--- config.mk ---
export PLATFORM = sky130hd
export DESIGN_NAME = gx4000_asic_ram_arbiter
export DESIGN_NICKNAME = d
export VERILOG_FILES = /design/src/rtl/gx4000_pkg.sv /design/src/rtl/gx4000_arb_rdpipe.sv /design/src/rtl/gx4000_asic_ram_arbiter.sv
export SDC_FILE = /design/constraint.sdc
export NUM_CORES = 1
export LEC_CHECK = 0
export CAP_MARGIN = 10
export CORE_MARGIN = 2
export CORE_UTILIZATION = 44
export CTS_CLUSTER_DIAMETER = 100
export DETAILED_ROUTE_END_ITERATION = 16
export PLACE_DENSITY = 0.88
export SLEW_MARGIN = 10
export SYNTH_ARGS = -nofsm -noshare
export SYNTH_HDL_FRONTEND = slang
export SYNTH_SLANG_ARGS = --single-unit
export TNS_END_PERCENT = 20
--- constraint.sdc ---
create_clock -name clk_sys -period 5.1 [get_ports clk_sys]
set_clock_uncertainty 0.15 [all_clocks]
set_input_delay 0.51 -clock clk_sys [delete_from_list [all_inputs] [get_ports clk_sys]]
set_output_delay 0.51 -clock clk_sys [all_outputs]
set_load 0.02 [all_outputs]
--- src/rtl/gx4000_pkg.sv ---
// gx4000_pkg
// Shared types and constants for the GX4000 ASIC RAM arbiter.
//   req_id_t  : requester tag carried through the read-return pipeline
//   rr_t      : DMA/CPU round-robin pointer
//   ASIC_ADDR_W / ASIC_DATA_W : ASIC RAM geometry
//   RAM_DEFAULT_RD : read value returned while the Plus ASIC is locked
package gx4000_pkg;

   localparam int ASIC_ADDR_W = 14;
   localparam int ASIC_DATA_W = 8;

   localparam logic [ASIC_DATA_W-1:0] RAM_DEFAULT_RD = 8'hFF;

   typedef enum logic [1:0] {
      REQ_NONE = 2'd0,
      REQ_SPR  = 2'd1,
      REQ_DMA  = 2'd2,
      REQ_CPU  = 2'd3
   } req_id_t;

   typedef enum logic {
      RR_DMA = 1'b0,
      RR_CPU = 1'b1
   } rr_t;

endpackage

--- src/rtl/gx4000_arb_rdpipe.sv ---
// gx4000_arb_rdpipe
// Read-return pipeline: carries the tag of each granted read (and the
// plus_mode value at grant time) for two stages so it lines up with ram_q,
// then demuxes ram_q into registered per-requester rvalid/rdata.
// Ports:
//   clk_sys, reset_n         clock, async active-low reset (flushes tags)
//   plus_mode_i              plus_mode at the grant edge
//   rd_id_i [1:0]            req_id_t of the read granted this edge, or REQ_NONE
//   ram_q_i [7:0]            synchronous RAM output
//   {spr,dma,cpu}_rvalid_o   one-cycle read-data strobes
//   {spr,dma,cpu}_rdata_o    read data, held until the next strobe
module gx4000_arb_rdpipe
   import gx4000_pkg::*;
(
   input  logic                   clk_sys,
   input  logic                   reset_n,
   input  logic                   plus_mode_i,
   input  logic [1:0]             rd_id_i,
   input  logic [ASIC_DATA_W-1:0] ram_q_i,
   output logic                   spr_rvalid_o,
   output logic [ASIC_DATA_W-1:0] spr_rdata_o,
   output logic                   dma_rvalid_o,
   output logic [ASIC_DATA_W-1:0] dma_rdata_o,
   output logic                   cpu_rvalid_o,
   output logic [ASIC_DATA_W-1:0] cpu_rdata_o
);

   req_id_t                s1_id_q, s2_id_q;
   logic                   s1_plus_q, s2_plus_q;
   logic                   spr_rvalid_q, dma_rvalid_q, cpu_rvalid_q;
   logic [ASIC_DATA_W-1:0] spr_rdata_q, dma_rdata_q, cpu_rdata_q;
   logic [ASIC_DATA_W-1:0] rd_val;

   // stage 2 coincides with ram_q being valid for that read
   assign rd_val = s2_plus_q ? ram_q_i : RAM_DEFAULT_RD;

   always_ff @(posedge clk_sys or negedge reset_n) begin
      if (!reset_n) begin
         s1_id_q      <= REQ_NONE;
         s2_id_q      <= REQ_NONE;
         s1_plus_q    <= 1'b0;
         s2_plus_q    <= 1'b0;
         spr_rvalid_q <= 1'b0;
         dma_rvalid_q <= 1'b0;
         cpu_rvalid_q <= 1'b0;
         spr_rdata_q  <= '0;
         dma_rdata_q  <= '0;
         cpu_rdata_q  <= '0;
      end else begin
         s1_id_q      <= req_id_t'(rd_id_i);
         s1_plus_q    <= plus_mode_i;
         s2_id_q      <= s1_id_q;
         s2_plus_q    <= s1_plus_q;
         spr_rvalid_q <= (s2_id_q == REQ_SPR);
         dma_rvalid_q <= (s2_id_q == REQ_DMA);
         cpu_rvalid_q <= (s2_id_q == REQ_CPU);
         if (s2_id_q == REQ_SPR) spr_rdata_q <= rd_val;
         if (s2_id_q == REQ_DMA) dma_rdata_q <= rd_val;
         if (s2_id_q == REQ_CPU) cpu_rdata_q <= rd_val;
      end
   end

   assign spr_rvalid_o = spr_rvalid_q;
   assign dma_rvalid_o = dma_rvalid_q;
   assign cpu_rvalid_o = cpu_rvalid_q;
   assign spr_rdata_o  = spr_rdata_q;
   assign dma_rdata_o  = dma_rdata_q;
   assign cpu_rdata_o  = cpu_rdata_q;

endmodule

--- src/rtl/gx4000_asic_ram_arbiter.sv ---
// gx4000_asic_ram_arbiter
// Single-port arbiter for the GX4000 ASIC RAM. One grant per cycle:
// guard-forced CPU, then sprite, then DMA/CPU by round-robin. RAM strobes
// and acks are registered; read data returns through gx4000_arb_rdpipe.
// Optional feature macro: GX4000_ARB_STARVE_GUARD_EN (CPU starvation guard).
// Ports:
//   clk_sys, reset_n                  clock, async active-low reset
//   plus_mode                         0 = writes suppressed, reads give 8'hFF
//   spr_req/spr_addr                  sprite read requests
//   dma_req/dma_we/dma_addr/dma_wdata DMA requests
//   cpu_req/cpu_we/cpu_addr/cpu_wdata CPU requests
//   *_ack, *_rvalid, *_rdata          per-requester grant and read return
//   ram_addr/ram_rd/ram_wr/ram_din    RAM macro strobes; ram_q read data
//
// state  | meaning
// RR_DMA | DMA wins a DMA/CPU tie
// RR_CPU | CPU wins a DMA/CPU tie
module gx4000_asic_ram_arbiter
   import gx4000_pkg::*;
#(
   parameter int MAX_WAIT = 8,
   parameter int WAIT_W   = 4
) (
   input  logic                   clk_sys,
   input  logic                   reset_n,
   input  logic                   plus_mode,
   input  logic                   spr_req,
   input  logic [ASIC_ADDR_W-1:0] spr_addr,
   output logic                   spr_ack,
   output logic                   spr_rvalid,
   output logic [ASIC_DATA_W-1:0] spr_rdata,
   input  logic                   dma_req,
   input  logic                   dma_we,
   input  logic [ASIC_ADDR_W-1:0] dma_addr,
   input  logic [ASIC_DATA_W-1:0] dma_wdata,
   output logic                   dma_ack,
   output logic                   dma_rvalid,
   output logic [ASIC_DATA_W-1:0] dma_rdata,
   input  logic                   cpu_req,
   input  logic                   cpu_we,
   input  logic [ASIC_ADDR_W-1:0] cpu_addr,
   input  logic [ASIC_DATA_W-1:0] cpu_wdata,
   output logic                   cpu_ack,
   output logic                   cpu_rvalid,
   output logic [ASIC_DATA_W-1:0] cpu_rdata,
   output logic [ASIC_ADDR_W-1:0] ram_addr,
   output logic                   ram_rd,
   output logic                   ram_wr,
   output logic [ASIC_DATA_W-1:0] ram_din,
   input  logic [ASIC_DATA_W-1:0] ram_q
);

   if ((1 << WAIT_W) <= MAX_WAIT) begin : g_wait_w_check
      $error("WAIT_W too narrow to hold MAX_WAIT");
   end

   rr_t                    rr_q, rr_d;
   req_id_t                gnt;
   logic                   cpu_force;
   logic [ASIC_ADDR_W-1:0] sel_addr;
   logic                   sel_we;
   logic [ASIC_DATA_W-1:0] sel_wdata;
   logic [1:0]             rd_id;

   logic                   spr_ack_q, dma_ack_q, cpu_ack_q;
   logic                   ram_rd_q, ram_wr_q;
   logic [ASIC_ADDR_W-1:0] ram_addr_q;
   logic [ASIC_DATA_W-1:0] ram_din_q;

`ifdef GX4000_ARB_STARVE_GUARD_EN
   logic [WAIT_W-1:0] wait_q, wait_d;

   // saturates at MAX_WAIT so a long wait cannot wrap back to zero
   always_comb begin
      wait_d = wait_q;
      if (!cpu_req || gnt == REQ_CPU) begin
         wait_d = '0;
      end else if (wait_q < WAIT_W'(MAX_WAIT)) begin
         wait_d = wait_q + 1'b1;
      end
   end

   always_ff @(posedge clk_sys or negedge reset_n) begin
      if (!reset_n) wait_q <= '0;
      else          wait_q <= wait_d;
   end

   assign cpu_force = cpu_req && (wait_q >= WAIT_W'(MAX_WAIT));
`else
   assign cpu_force = 1'b0;
`endif

   always_ff @(posedge clk_sys or negedge reset_n) begin
      if (!reset_n) rr_q <= RR_DMA;
      else          rr_q <= rr_d;
   end

   always_comb begin
      gnt  = REQ_NONE;
      rr_d = rr_q;
      if (cpu_force) begin
         gnt = REQ_CPU;
      end else if (spr_req) begin
         gnt = REQ_SPR;
      end else if (dma_req && cpu_req) begin
         gnt = (rr_q == RR_CPU) ? REQ_CPU : REQ_DMA;
      end else if (dma_req) begin
         gnt = REQ_DMA;
      end else if (cpu_req) begin
         gnt = REQ_CPU;
      end
      if (gnt == REQ_DMA) rr_d = RR_CPU;
      if (gnt == REQ_CPU) rr_d = RR_DMA;
   end

   always_comb begin
      sel_addr  = ram_addr_q;
      sel_we    = 1'b0;
      sel_wdata = ram_din_q;
      case (gnt)
         REQ_SPR: begin
            sel_addr = spr_addr;
         end
         REQ_DMA: begin
            sel_addr  = dma_addr;
            sel_we    = dma_we;
            sel_wdata = dma_wdata;
         end
         REQ_CPU: begin
            sel_addr  = cpu_addr;
            sel_we    = cpu_we;
            sel_wdata = cpu_wdata;
         end
         default: ;
      endcase
   end

   assign rd_id = (gnt != REQ_NONE && !sel_we) ? gnt : REQ_NONE;

   // acks and strobes share the grant edge so the requester sees ack with the strobe
   always_ff @(posedge clk_sys or negedge reset_n) begin
      if (!reset_n) begin
         spr_ack_q  <= 1'b0;
         dma_ack_q  <= 1'b0;
         cpu_ack_q  <= 1'b0;
         ram_rd_q   <= 1'b0;
         ram_wr_q   <= 1'b0;
         ram_addr_q <= '0;
         ram_din_q  <= '0;
      end else begin
         spr_ack_q <= (gnt == REQ_SPR);
         dma_ack_q <= (gnt == REQ_DMA);
         cpu_ack_q <= (gnt == REQ_CPU);
         ram_rd_q  <= (gnt != REQ_NONE) && !sel_we;
         // locked ASIC: the grant still completes, only the RAM write is dropped
         ram_wr_q  <= (gnt != REQ_NONE) && sel_we && plus_mode;
         if (gnt != REQ_NONE)           ram_addr_q <= sel_addr;
         if (gnt != REQ_NONE && sel_we) ram_din_q  <= sel_wdata;
      end
   end

   assign spr_ack  = spr_ack_q;
   assign dma_ack  = dma_ack_q;
   assign cpu_ack  = cpu_ack_q;
   assign ram_rd   = ram_rd_q;
   assign ram_wr   = ram_wr_q;
   assign ram_addr = ram_addr_q;
   assign ram_din  = ram_din_q;

   gx4000_arb_rdpipe u_rdpipe (
      .clk_sys      (clk_sys),
      .reset_n      (reset_n),
      .plus_mode_i  (plus_mode),
      .rd_id_i      (rd_id),
      .ram_q_i      (ram_q),
      .spr_rvalid_o (spr_rvalid),
      .spr_rdata_o  (spr_rdata),
      .dma_rvalid_o (dma_rvalid),
      .dma_rdata_o  (dma_rdata),
      .cpu_rvalid_o (cpu_rvalid),
      .cpu_rdata_o  (cpu_rdata)
   );

endmodule

# Yosys cells after proc, flatten, opt, wreduce, memory -nomap -nowiden
# Cells that the tools add are included.
[word_totals]
reg_bits = 61
inputBits = 74
out_inout_bits = 54
elab_cells = 46
[classes]
eq_ne = 6
mux = 12
n_reduce_logical = 10
[ops]
columns = ["op", "count"]
rows = [
  ["14-bit one-hot mux with 3 select lines", 1],
  ["8-bit one-hot mux with 2 select lines", 1],
  ["2-bit 2-to-1 mux", 5],
  ["2-bit == test (second input constant)", 4],
  ["8-bit 2-to-1 mux", 1],
  ["2-bit by 1-bit == test with 1-bit output (second input constant)", 2],
  ["1-bit logical AND", 4],
  ["2-bit AND reduction", 2],
  ["2-bit nonzero test", 2],
  ["1-bit 2-to-1 mux", 3],
  ["3-bit nonzero test", 1],
  ["1-bit one-hot mux with 2 select lines", 1],
  ["1-bit zero test", 1],
]

# Logic depth before layout (Yosys ltp)
[depth]
ltp_word = 9
depth_mapped = 5

# By module
# A second synthesis with hierarchy kept.
[hier_totals]
hier_cells = 228
hier_area_um2 = 2891.5
[by_module_without_submodules]
columns = ["module", "instances", "cells_per_inst", "area_per_inst_um2"]
rows = [
  ["gx4000_asic_ram_arbiter", 1, 157, 1585.3],
  ["gx4000_arb_rdpipe", 1, 71, 1306.3],
]

# Least setup slack after synthesis
# Ideal clock, no wire load.
[synth_path]
path_kind = "input to register"
start = "input spr_req"
end = "register ram_addr_q[2], in the netlist ram_addr[2]"
setup_time_ps = 121
arrival_ps = 1490
required_ps = 4829
setup_slack_ps = 3339
stages = 4
cell_sequence = "buf_2 -> or3_1 -> clkbuf_1 -> o22a_1"
[synth_between]
elab_chain_cells = 4
[synth_rtl]
columns = ["element", "line", "rtl"]
rows = [
  ["start: declaration", "gx4000_asic_ram_arbiter.sv:27", "input logic spr_req,"],
  ["2-bit 2-to-1 mux (*)", "gx4000_asic_ram_arbiter.sv:103", "end else if (spr_req) begin"],
  ["2-bit == test / 2-bit by 1-bit == test with 1-bit output (equally long branches)", "gx4000_asic_ram_arbiter.sv:120", "case (gnt)"],
  ["3-bit nonzero test (no source line)", "-", ""],
  ["2-bit AND reduction (no source line)", "-", ""],
  ["end signal: assignment", "gx4000_asic_ram_arbiter.sv:157", "if (gnt != REQ_NONE) ram_addr_q <= sel_addr;"],
  ["end: declaration", "gx4000_asic_ram_arbiter.sv:67", "logic [ASIC_ADDR_W-1:0] ram_addr_q;"],
]
# Every way passes the cells marked *; elsewhere a longest branch is shown, timed or not.
# A chain may end at the register's enable or synchronous reset.

# Worst setup path after layout
[layout_path]
start = "input cpu_req"
end = "register ram_din_q[0], in the netlist ram_din[0]"
[layout_between]
elab_chain_cells = 8
[layout_rtl]
columns = ["element", "line", "rtl"]
rows = [
  ["start: declaration", "gx4000_asic_ram_arbiter.sv:39", "input logic cpu_req,"],
  ["2-bit 2-to-1 mux", "gx4000_asic_ram_arbiter.sv:109", "end else if (cpu_req) begin"],
  ["2-bit 2-to-1 mux", "gx4000_asic_ram_arbiter.sv:107", "end else if (dma_req) begin"],
  ["2-bit 2-to-1 mux (*)", "gx4000_asic_ram_arbiter.sv:105", "end else if (dma_req && cpu_req) begin"],
  ["2-bit 2-to-1 mux (*)", "gx4000_asic_ram_arbiter.sv:103", ""],
  ["2-bit == test", "gx4000_asic_ram_arbiter.sv:120", ""],
  ["1-bit one-hot mux with 2 select lines", "gx4000_asic_ram_arbiter.sv:120", ""],
  ["1-bit logical AND", "gx4000_asic_ram_arbiter.sv:158", "if (gnt != REQ_NONE && sel_we) ram_din_q <= sel_wdata;"],
  ["2-bit AND reduction (no source line)", "-", ""],
  ["end signal: assignment", "gx4000_asic_ram_arbiter.sv:158", ""],
  ["end: declaration", "gx4000_asic_ram_arbiter.sv:68", "logic [ASIC_DATA_W-1:0] ram_din_q;"],
]
# Marks and branches as above.

==> Implementation_results.wiki <==
{| class="wikitable"
! Metric !! Value
|-
| Result of the run || completed
|-
| Clock Sinks || slightly above 60
|-
| Post-synth EDFFs || 0
|-
| Yosys top cell by area || dfrtp_1
|-
| Min-Delay Path Class || input pin to async pin
|-
| Number of unique standard cell types used by synthesis || 29
|-
| Clock Pin Slew Worst Setup and Hold Paths || 0.06 ns
|-
| Buffers plus inverters on the worst setup path || 1
|-
| Final-report setup violation count || 0
|-
| Final Hold Fails || 0
|-
| Total number of vias || 2,267
|-
| TritonCTS clock tree || yes
|-
| P_leak || around 1.8 nW
|-
| Most used flip-flop cell after synthesis || dfrtp_1
|-
| Sum Neg Setup Slack || 0 ns
|-
| Post-synthesis area per instance || 10.6 µm²
|-
| Launching element type of the critical path || input pin
|-
| Maximum number of pins on one net before global-route repair || 62
|-
| Total wirelength of the detailed-routed design || roughly 6.6 mm
|-
| Post-CTS Setup Inserts || 0
|-
| Remaining Overflow, GRT || 0
|-
| Worst Reg2Reg Path Length in Cells || 4
|-
| Wire length of the first global-routing pass || roughly 11 mm
|-
| Total power || roughly 1.4 mW
|-
| Remaining DRCs || 0
|-
| Critical-path maximum fanout || 16
|-
| Htree depth || 3
|-
| Routed WL per cell || roughly 15 µm
|-
| Terminus of the critical flop-to-flop path || ram_din[0]
|-
| Antenna violations before repair || 0
|-
| Final cycle utilization of the critical path || 0.474
|-
| CTS Buffer Depth || 2
|-
| Net count after synthesis || 325
|-
| Count of mapped cells out of synthesis || around 250
|-
| Number of input and output port buffers inserted || 127
|-
| Final Slew Violations || 0
|-
| Number of warning messages in the yosys log || 0
|-
| Max capacitance violation total || 0
|-
| Worst-case headroom to the max-slew limit || 0.496
|-
| Family of cells with the greatest summed delay on the critical path || buffers and inverters
|-
| FMAX || around 410 MHz
|-
| Post-synthesis sequential area ratio || 0.571
|-
| Hold_buf cts || 0
|-
| Initial Util || 0.454
|-
| Area of the die || around 6700 µm²
|-
| Final critical delay including setup and external delays || roughly 2.4 ns
|-
| Synthesized flop and latch total || between 60 and 70
|-
| Startpoint of the worst register-to-register path || rr_q
|-
| Remaining antenna violation count || 0
|-
| Share of final-layout standard cells stronger than drive strength 1 || 0.0976
|-
| Max VDD drop || between 0.0002 and 0.00025 V
|-
| Worst Setup Path Type || input pin to register
|-
| Reg2Reg Setup Slack || between 3 and 4 ns
|-
| Chip height || about 82 µm
|-
| Power density cells || ~340 nW/µm²
|-
| Via density || ~5
|-
| Clock root buffer || clkbuf_8
|-
| Antenna diode count || 0
|-
| Synth area leaders || dfrtp_1, mux2_4, o21ai_0
|-
| Total I/O pin count || about 130
|-
| Critical-path cell list || clkdlybuf4s50_1 -> a21boi_2 -> a32oi_2 -> nor2_4 -> mux2_4
|-
| Most common library cells after synthesis || dfrtp_1, nand2_1, o21ai_0
|-
| Actual transition at the worst max-transition pin || 0.756 ns
|-
| Clock network latency to the later pin of the worst-skew pair || between 0.3 and 0.4 ns
|-
| Critical Path Sink Type || register
|-
| Crit-path max cell delay || just under 0.7 ns
|-
| Async set-reset flop share out of synthesis || 1.00
|-
| Number of cell rows || 28
|-
| Unrepaired setup endpoints after global routing || false
|-
| Global routing usage summed across all routing layers || 0.217
|-
| Die Width || between 80 and 90 µm
|-
| Cell with the largest stage delay on the worst path || clkdlybuf4s50_1
|-
| Arrival time reported for the critical path endpoint || about 2.5 ns
|-
| Required time of the critical path || 5.16 ns
|-
| Core footprint || a little under 6000 µm²
|-
| Layout area overhead || 54.9%
|-
| Nets || 450
|-
| Drt first pass iters || 4
|-
| Cts bufs inserted || 9
|-
| Detailed Place HPWL || around 5 mm
|-
| DR iter-0 viols || 94
|-
| Post-cts sizing count || 0
|-
| Cell area after technology mapping || around 2700 µm²
|-
| Most common cell in the synthesized netlist || dfrtp_1
|-
| Vias in the first global route || approximately 2,300
|-
| Fraction of post-synthesis cell area in the top cell type by area || 0.571
|-
| Weighted congestion reported at the end of routability-driven placement || between 0.7 and 0.8
|}
[worst max-delay path by stage]
stage | start | end | slack, ns | cells after the start
CTS | cpu_req | ram_din[2] | 2.68 | 5
detailed placement | cpu_req | ram_din[2] | 2.33 | 5
finish | cpu_req | ram_din[0] | 2.68 | 5
global placement | cpu_req | ram_din[3] | 2.41 | 5
floorplan | spr_req | ram_addr[2] | 3.34 | 4
global route | cpu_req | ram_din[2] | 2.53 | 5
[stage by stage]
step	util	hold WS [ns]	setup slack, ns	instances	area [µm²]
finish	0.703	0.188	2.68	454	4140
global route	0.703	0.214	2.53	454	4140
CTS	0.703	0.200	2.68	454	4140
detailed placement	0.675	0.189	2.33	440	3970
global placement	0.675	0.182	2.41	440	3970
floorplan	-	0.0644	3.34	251	2670
[worst reg2reg max path: stages (launching register included)]
cell and delay [ns]:
dfrtp_1 0.42, a21boi_2 0.34, a32oi_2 0.12, nor2_4 0.36
mux2_4 0.34
[logic make-up after synthesis]
group           after synthesis  share of synthesized area
buf+inv                      25                     0.0417
flops                        61                      0.571
compound gates               65                      0.144
mux                          16                     0.0899
simple gates                 84                      0.153
[power by group]
group	internal, mW	leakage (nW)	total [mW]	switching (mW)
Clock	0.196	0.0881	0.368	0.172
Combinational	0.233	0.983	0.435	0.202
Sequential	0.558	0.711	0.600	0.0425
Total	0.987	1.78	1.40	0.417
[cell type report]
type | instances | area, µm²
sequential | 61 | 1530
timing repair buffer | 129 | 1280
clock buffer | 12 | 155
multi-input combinational | 165 | 1030
inverter | 10 | 37.5
tap | 75 | 93.8
clock inverter | 2 | 10.0
fill | 451 | 1750
[layout by cell type (no fill, tap or decap), drive strengths merged, types with 2 or more instances in the layout]
| master | instances |
|---|---|
| a21oi | 15 |
| a31oi | 7 |
| and2 | 3 |
| buf | 3 |
| clkbuf | 12 |
| clkdlybuf4s50 | 126 |
| clkinv | 2 |
| dfrtp | 61 |
| inv | 10 |
| mux2 | 16 |
| nand2 | 39 |
| nand2b | 4 |
| nand3b | 7 |
| nor2 | 18 |
| nor2b | 10 |
| o21ai | 30 |
| o22a | 6 |
[flip-flops by register name (all words and copies together), names as in the netlist, 2 cells and up]
register / cells
ram_addr: 14
u_rdpipe.s2_id_q: 2
u_rdpipe.spr_rdata_o: 8
ram_din: 8
u_rdpipe.dma_rdata_o: 8
u_rdpipe.cpu_rdata_o: 8
u_rdpipe.s1_id_q: 2
[per-layer routing]
metal	vias up	wire, µm	track usage
met4	0	127	0.100
met2	103	3350	0.378
met3	11	620	0.0769
met1	1054	2550	0.236
li1	1099	-	-
met5	-	0	0
Power figures use the tool's default switching activity.
